**config.mk**
```make
export PLATFORM = sky130hd
export DESIGN_NAME = exu_alu_share_arb
export DESIGN_NICKNAME = d
export VERILOG_FILES = /design/src/rtl/exu_alu_share_arb_pkg.sv /design/src/rtl/exu_alu_share_arb_core.sv /design/src/rtl/exu_alu_share_arb.sv
export SDC_FILE = /design/constraint.sdc
export NUM_CORES = 1
export LEC_CHECK = 0
export CORE_UTILIZATION = 51
export CTS_CLUSTER_SIZE = 16
export DETAILED_ROUTE_END_ITERATION = 8
export PLACE_DENSITY = 0.9
export REMOVE_ABC_BUFFERS = 1
export SYNTH_ARGS = -nofsm -noshare
export SYNTH_HDL_FRONTEND = slang
export SYNTH_SLANG_ARGS = --single-unit
export TNS_END_PERCENT = 5
```
**constraint.sdc**
```tcl
create_clock -name clk -period 4.35 [get_ports clk]
set_clock_uncertainty 0.2 [all_clocks]
set_input_delay 0.87 -clock clk [delete_from_list [all_inputs] [get_ports clk]]
set_output_delay 0.87 -clock clk [all_outputs]
set_load 0.01 [all_outputs]
```
**src/rtl/exu_alu_share_arb_pkg.sv**
```systemverilog
// Shared types for the EXU auxiliary-op ALU share arbiter: ALU opcode encoding
// and the operand record held in the S1 pipeline register.
package exu_alu_share_arb_pkg;

  typedef enum logic [3:0] {
    ALU_ADD  = 4'd0,
    ALU_SUB  = 4'd1,
    ALU_SLT  = 4'd2,
    ALU_SLTU = 4'd3,
    ALU_AND  = 4'd4,
    ALU_OR   = 4'd5,
    ALU_XOR  = 4'd6,
    ALU_SLL  = 4'd7,
    ALU_SRL  = 4'd8,
    ALU_SRA  = 4'd9
  } alu_op_e;

  typedef struct packed {
    alu_op_e     op;
    logic [31:0] a;
    logic [31:0] b;
  } alu_share_s1_t;

endpackage

```
**src/rtl/exu_alu_share_arb_core.sv**
```systemverilog
// Purely combinational 32-bit integer ALU used by the shared auxiliary pipe.
module exu_alu_share_arb_core
  import exu_alu_share_arb_pkg::*;
(
  input  alu_op_e     op,
  input  logic [31:0] a,
  input  logic [31:0] b,
  output logic [31:0] result
);

  logic [32:0]        diff_c;
  logic               ovf;
  logic               lt_s;
  logic               lt_u;
  logic [4:0]         shamt;
  logic signed [31:0] a_s;

  // One subtractor serves SUB and both compares: carry-out clear means a < b unsigned.
  assign diff_c = {1'b0, a} + {1'b0, ~b} + 33'd1;
  assign ovf    = (a[31] ^ b[31]) & (diff_c[31] ^ a[31]);
  assign lt_s   = diff_c[31] ^ ovf;
  assign lt_u   = ~diff_c[32];
  assign shamt  = b[4:0];
  assign a_s    = a;

  always_comb begin
    result = '0;
    case (op)
      ALU_ADD:  result = a + b;
      ALU_SUB:  result = diff_c[31:0];
      ALU_SLT:  result = {31'b0, lt_s};
      ALU_SLTU: result = {31'b0, lt_u};
      ALU_AND:  result = a & b;
      ALU_OR:   result = a | b;
      ALU_XOR:  result = a ^ b;
      ALU_SLL:  result = a << shamt;
      ALU_SRL:  result = a >> shamt;
      ALU_SRA:  result = a_s >>> shamt;
      default:  result = '0;
    endcase
  end

endmodule

```
**src/rtl/exu_alu_share_arb.sv**
```systemverilog
// Round-robin arbiter feeding NREQ auxiliary requesters into one shared ALU
// through a two-stage (S1, output) pipeline with valid/ready result return.
module exu_alu_share_arb
  import exu_alu_share_arb_pkg::*;
#(
  parameter int NREQ = 2,
  parameter int TAGW = 4,
  parameter int IDW  = (NREQ > 1) ? $clog2(NREQ) : 1
) (
  input  logic                 clk,
  input  logic                 rst,
  input  logic                 freeze,
  input  logic                 flush,
  input  logic [NREQ-1:0]      req,
  input  logic [NREQ*4-1:0]    op,
  input  logic [NREQ*32-1:0]   a,
  input  logic [NREQ*32-1:0]   b,
  input  logic [NREQ*TAGW-1:0] tag,
  output logic [NREQ-1:0]      gnt,
  output logic                 rsp_valid,
  input  logic                 rsp_ready,
  output logic [IDW-1:0]       rsp_id,
  output logic [TAGW-1:0]      rsp_tag,
  output logic [31:0]          rsp_data,
  output logic                 busy
);

  alu_share_s1_t   s1_q, s1_d;
  logic [TAGW-1:0] s1_tag_q, s1_tag_d;
  logic [IDW-1:0]  s1_id_q, s1_id_d;
  logic            s1_valid_q, s1_valid_d;
  logic            rsp_valid_q, rsp_valid_d;
  logic [IDW-1:0]  rsp_id_q, rsp_id_d;
  logic [TAGW-1:0] rsp_tag_q, rsp_tag_d;
  logic [31:0]     rsp_data_q, rsp_data_d;
  logic [IDW-1:0]  rr_ptr_q, rr_ptr_d;

  logic            out_free, s1_adv, s1_free, can_issue;
  logic            gnt_any;
  logic [IDW-1:0]  gnt_id;
  alu_share_s1_t   sel_ops;
  logic [TAGW-1:0] sel_tag;
  logic [31:0]     alu_res;

  assign out_free  = ~rsp_valid_q | rsp_ready;
  assign s1_adv    = s1_valid_q & out_free;
  assign s1_free   = ~s1_valid_q | s1_adv;
  assign can_issue = ~rst & ~freeze & ~flush & s1_free;

  // Search starts at rr_ptr and wraps, so the last winner has lowest priority.
  always_comb begin
    int idx;
    gnt     = '0;
    gnt_any = 1'b0;
    gnt_id  = '0;
    idx     = 0;
    if (can_issue) begin
      for (int k = 0; k < NREQ; k++) begin
        idx = int'(rr_ptr_q) + k;
        if (idx >= NREQ) idx = idx - NREQ;
        if (!gnt_any && req[idx]) begin
          gnt_any = 1'b1;
          gnt_id  = IDW'(idx);
        end
      end
    end
    if (gnt_any) gnt[gnt_id] = 1'b1;
  end

  always_comb begin
    sel_ops = '0;
    sel_tag = '0;
    for (int k = 0; k < NREQ; k++) begin
      if (gnt[k]) begin
        sel_ops.op = alu_op_e'(op[k*4 +: 4]);
        sel_ops.a  = a[k*32 +: 32];
        sel_ops.b  = b[k*32 +: 32];
        sel_tag    = tag[k*TAGW +: TAGW];
      end
    end
  end

  exu_alu_share_arb_core u_core (
    .op     (s1_q.op),
    .a      (s1_q.a),
    .b      (s1_q.b),
    .result (alu_res)
  );

  always_comb begin
    s1_d        = s1_q;
    s1_tag_d    = s1_tag_q;
    s1_id_d     = s1_id_q;
    s1_valid_d  = s1_valid_q;
    rsp_valid_d = rsp_valid_q;
    rsp_id_d    = rsp_id_q;
    rsp_tag_d   = rsp_tag_q;
    rsp_data_d  = rsp_data_q;
    rr_ptr_d    = rr_ptr_q;
    // Flush wins over freeze and over a handshake completing this cycle.
    if (flush) begin
      s1_valid_d  = 1'b0;
      rsp_valid_d = 1'b0;
    end else if (!freeze) begin
      if (s1_adv) begin
        rsp_valid_d = 1'b1;
        rsp_data_d  = alu_res;
        rsp_id_d    = s1_id_q;
        rsp_tag_d   = s1_tag_q;
      end else if (rsp_valid_q && rsp_ready) begin
        rsp_valid_d = 1'b0;
      end
      if (gnt_any) begin
        s1_d       = sel_ops;
        s1_tag_d   = sel_tag;
        s1_id_d    = gnt_id;
        s1_valid_d = 1'b1;
        rr_ptr_d   = (gnt_id == IDW'(NREQ - 1)) ? '0 : gnt_id + 1'b1;
      end else if (s1_adv) begin
        s1_valid_d = 1'b0;
      end
    end
  end

  always_ff @(posedge clk or posedge rst) begin
    if (rst) begin
      s1_q        <= '0;
      s1_tag_q    <= '0;
      s1_id_q     <= '0;
      s1_valid_q  <= 1'b0;
      rsp_valid_q <= 1'b0;
      rsp_id_q    <= '0;
      rsp_tag_q   <= '0;
      rsp_data_q  <= '0;
      rr_ptr_q    <= '0;
    end else begin
      s1_q        <= s1_d;
      s1_tag_q    <= s1_tag_d;
      s1_id_q     <= s1_id_d;
      s1_valid_q  <= s1_valid_d;
      rsp_valid_q <= rsp_valid_d;
      rsp_id_q    <= rsp_id_d;
      rsp_tag_q   <= rsp_tag_d;
      rsp_data_q  <= rsp_data_d;
      rr_ptr_q    <= rr_ptr_d;
    end
  end

  assign rsp_valid = rsp_valid_q;
  assign rsp_id    = rsp_id_q;
  assign rsp_tag   = rsp_tag_q;
  assign rsp_data  = rsp_data_q;
  assign busy      = s1_valid_q | rsp_valid_q;

endmodule

```
== Yosys cells after proc, flatten, opt, wreduce, memory -nomap -nowiden ==
Cells that the tools add are included.
Widths: inputs -> output; s select.

* Flip-flop bits (word level): 113
* Output and inout port bits: 41
* Bits of input ports: 151

* Shift-type cells: 3
* Add/subtract/negate cells: 7
* Reductions and logical operators: 11
* Order comparisons: 6
* Equality and inequality tests: 10
* Bitwise gates (word level): 21
* Muxes and demuxes: 34

{| class="wikitable"
|+ Operators by type and width
! cell !! number
|-
| $pmux 32 s10 || 1
|-
| $mux 68 || 2
|-
| $mux 32 || 4
|-
| $lt 32x3->1 const B || 2
|-
| $add 32x32->33 || 1
|-
| $add 33x1->33 const B || 1
|-
| $add 32x32->32 || 1
|-
| $and 32x32->32 || 1
|-
| $not 32->32 || 1
|-
| $or 32x32->32 || 1
|-
| $shl 32x5->32 || 1
|-
| $shr 32x5->32 || 1
|-
| $sshr 32x5->32 || 1
|-
| $xor 32x32->32 || 1
|-
| $mux 1 || 23
|-
| $eq 4x3->1 const B || 4
|-
| $eq 4x2->1 const B || 2
|-
| $eq 4x4->1 const B || 2
|-
| $mux 4 || 2
|-
| $not 1->1 || 6
|-
| $reduce_and 3->1 || 2
|-
| $reduce_bool 3->1 || 2
|-
| $and 1x1->1 || 5
|-
| $eq 4x1->1 const B || 1
|-
| other kinds (17) || 24
|}

== Logic depth before layout (Yosys ltp) ==
* Word-level depth: 22
* Gate-level depth with buffers: 20
* Gate-level depth less buffers: 16

== Cells and area by module ==
From an unflattened synthesis, not the netlist that was laid out.

* Cells, all modules: 1,652
* Area, all modules: 13,424.1 um2

{| class="wikitable"
|+ Modules (own cells, without submodules)
! module !! area an instance (um2) !! seq. area each (um2) !! cells an instance !! instances
|-
| exu_alu_share_arb_core || 8,456.9 || 0.0 || 1,288 || 1
|-
| exu_alu_share_arb || 4,967.3 || 2,827.7 || 364 || 1
|}

== Worst setup path before layout ==
Ideal clock, no wire load.

* Path type: reg2reg
* Start: register s1_q[2] (netlist name)
* End: register rsp_data_q[31] (netlist: rsp_data[31])
* Setup slack: 6 ps
* Path buffers: 4
* Stages on the path, launching flop included: 20
* Period minus slack after synthesis: 4,344 ps
* Arrival: 4,009 ps
* Cell sequence: dfrtp_1 -> buf_2 -> clkinv_1 -> buf_2 -> buf_2 -> buf_2 -> ha_1 -> nor3b_1 -> a211o_1 -> o21ai_0 -> a31oi_1 -> a221o_1 -> a211o_1 -> a21oi_1 -> o21bai_1 -> fa_1 -> a22oi_1 -> o2111ai_1 -> o21ai_0 -> o211ai_1

* Longest elaborated chain between the ends: 4

{| class="wikitable"
|+ Ends and longest elaborated chain
! what !! line !! source
|-
| start, declared || exu_alu_share_arb.sv:28 || <nowiki>alu_share_s1_t s1_q, s1_d;</nowiki>
|-
| start signal, assigned || exu_alu_share_arb.sv:127 || <nowiki>s1_q <= '0;</nowiki>
|-
| start signal, assigned || exu_alu_share_arb.sv:137 || <nowiki>s1_q <= s1_d;</nowiki>
|-
| $not 32->32 || exu_alu_share_arb_core.sv:19 || <nowiki>assign diff_c = {1'b0, a} + {1'b0, ~b} + 33'd1;</nowiki>
|-
| $add 32x32->33 || exu_alu_share_arb_core.sv:19 ||
|-
| $add 33x1->33 || exu_alu_share_arb_core.sv:19 ||
|-
| $pmux 32 s10 (*) || exu_alu_share_arb_core.sv:28 || <nowiki>case (op)</nowiki>
|-
| end signal, assigned || exu_alu_share_arb.sv:144 || <nowiki>rsp_data_q <= rsp_data_d;</nowiki>
|-
| end, declared || exu_alu_share_arb.sv:35 || <nowiki>logic [31:0] rsp_data_q, rsp_data_d;</nowiki>
|}

Mark *: on every way between the ends. The rest lies on a longest branch, timed or not.
A chain may end at the register's enable or synchronous reset.

== Worst setup path in the final report ==
* Start: register s1_q[1] (netlist name)
* End: register rsp_data_q[19] (netlist: rsp_data[19])

The elaborated chain is that of the path after synthesis.

==> out/results.ini <==
[finish]
area.growth.synth_to_final_pct = 24.5
mostFrequentLayoutCells = 274 x nand2_1, 191 x clkdlybuf4s50_1, 132 x nor2_1
fin_nets = 2166
stdcell_count = 2251
final_cell_area_sq_mm = 0.0165
mostFrequentLayoutCell = nand2_1
antennaDiodeCount = 0
drive_gt1_share_pct = 12.1

[global_routing]
overflow = 0
grt_pass1_vias = 14500
grt_max_degree = 77
antenna_found_initial = 1
grt_use_total_pct = 45.4
grt_pass1_wl_microns = 89800

[min_path]
hp-class = reg2reg

[die]
rows = 58
die_area_sq_mm = 0.0266
start_util_pct = 52.3
dieHeight_microns = 163
io_pins = 192
die_w_microns = 163
fp.coreArea_sq_mm = 0.0253

[clocking]
cts_buffer_depth = 2
htreeDepth = 4
cts_sinks = 113
clk_latency_ns = 0.44
cts_made_buffers = 17
cts_tree = done
cts_resized = 0
cts_hold_buf = 0
ctsRootBufferMaster = clkbuf_16
postCtsSetupBuffers = 0
path_clk_slew_ns = 0.07

[route]
drt_iter0_drc = 2303
drc = 0
wl_met3_microns = 7080
routed.top_layer = met4
vias_per_cell = 6.83
vias = 15400
wl_per_cell_microns = 26.7
antenna_left = 0
met1Wirelength_microns = 24300
first_pass_iters = 7
wl_met2_microns = 25600
wirelength_microns = 60100

[sta]
finalCriticalPeriod_ns = 4.21
fin_ws_ns = 0.143
tightest_slew_ns = 1.03
max_freq_ghz = 0.238
finalHoldViolations = 0
post-route-period-util_pct = 96.7
slew_headroom_pct = 31.3
slew_violations = 0
setup_viol = 0
rsz0062_at_grt = no
whs_ns = 0.287

[logic_synthesis]
synth-seq-cells = 113
avgSynthCellArea_sq_um = 7.74
syn_inst = 1712
synth-async-reset-ratio_pct = 100
ys_seq_area_share_pct = 21.3
yosysUniqueCellTypes = 85
synth_area_sq_mm = 0.0133
synth-edff-count = 0
ys.flop_type = dfrtp_1
yosys_warnings = 0

[worst_setup_path]
cp-end-kind = register
worstPathMaxFanout = 50
path_class = reg2reg
worstSetupStartpointType = register
arrival_ns = 4.38
cp.required_ns = 4.52

[flow_run]
cap_violations = 0

[run_status]
status = complete, no violations

[power]
total_power_mw = 9.43
p_leak_nw = 7.35
p_per_area_mw_per_mm2 = 571
peakVddDrop_mv = 0.282

[placed_design]
io_buffers = 191
place.gp.congestion = 1.04
dpl.hpwl_microns = 45900
post-place-cells = 2219
dpl_worst_slack_ns = 0.138
postPlaceCellArea_sq_mm = 0.0159

[where the power goes]
part           switching, mW  internal, mW  leakage [nW]  total, mW
Sequential             0.277          1.34          1.40       1.61
Clock                  0.637         0.861         0.292       1.50
Combinational           3.83          2.48          5.66       6.32
[synthesized netlist by cell type, types with 20 or more instances]
| cell type | count | area (sq um) |
|---|---|---|
| nand3_1 | 20 | 100 |
| mux4_2 | 21 | 473 |
| o21ai_0 | 114 | 571 |
| buf_2 | 27 | 135 |
| clkbuf_1 | 77 | 289 |
| nand2_1 | 274 | 1030 |
| a22oi_1 | 92 | 691 |
| dfrtp_1 | 113 | 2830 |
| nor3_1 | 21 | 105 |
| o211ai_1 | 23 | 173 |
| ha_1 | 104 | 1300 |
| nor2_1 | 134 | 503 |
| a21oi_1 | 106 | 531 |
| mux2_2 | 25 | 282 |
| inv_1 | 91 | 342 |
| xnor2_1 | 20 | 175 |
| a211oi_1 | 29 | 218 |
| mux2i_1 | 84 | 841 |
[routing by layer]
| metal | vias to the layer above | global-route usage, % |
|---|---|---|
| met3 | 208 | 10.5 |
| met2 | 1184 | 66.6 |
| met5 | - | 0 |
| met1 | 7317 | 62.2 |
| li1 | 6656 | - |
| met4 | 0 | 22.6 |
[logic make-up after synthesis]
group                      after synthesis  synth area share (%)
adders and majority gates              107                  10.3
buffers and inverters                  226                  7.31
xor gates and xnor gates                25                  1.65
AOI/OAI and AO/OA                      554                  28.9
muxes                                  131                  12.2
DFF                                    113                  21.3
and+or+nand+nor                        556                  18.4
[final timing paths]
kind / startpoint / endpoint / slack [ns] / cells past startpoint
worst max-delay path: s1_q[1] / rsp_data[19] / 0.14 / 10
worst min-delay path: rsp_data[28] / rsp_data[28] / 0.29 / 2
worst max register to register: s1_q[1] / rsp_data[19] / 0.14 / 10
worst min register to register: rsp_data[28] / rsp_data[28] / 0.29 / 2
max in group asynchronous: rst / rsp_data[13] / 2.50 / 3
min in group asynchronous: rst / rsp_valid / 0.65 / 2
[final cells by class]
class	instances	area, sq um
Inverter	93	352
Multi-Input combinational cell	1373	9490
Clock inverter	15	171
Tap cell	330	413
Timing Repair Buffer	310	2820
Clock buffer	17	425
Sequential cell	113	2830
Fill cell	2175	8820
[registers in the layout, indices dropped and copies added, names as in the netlist]
| name | flops |
|---|---|
| rr_ptr_q | 1 |
| rsp_tag | 4 |
| s1_q | 68 |
| s1_tag_q | 4 |
| rsp_valid | 1 |
| s1_id_q | 1 |
| rsp_data | 32 |
| s1_valid_q | 1 |
| rsp_id | 1 |
[worst max-delay path: stages, from the launching register on]
cell     delay [ns]
dfrtp_4        0.43
buf_4          0.50
buf_4          0.62
mux2i_1        0.20
mux2i_1        0.39
mux2i_1        0.21
o21ai_0        0.60
a22oi_1        0.23
o311a_1        0.40
and2_1         0.19
a21oi_1        0.11
[metrics by stage]
step                      setup TNS [ns]  utilization [%]
after floorplan                  -166.05                -
after global placement                 0             62.8
after detailed placement               0             62.8
after CTS                              0             65.2
after global routing                   0             65.2
final                                  0             65.2
(Power assumes the default switching activity.)
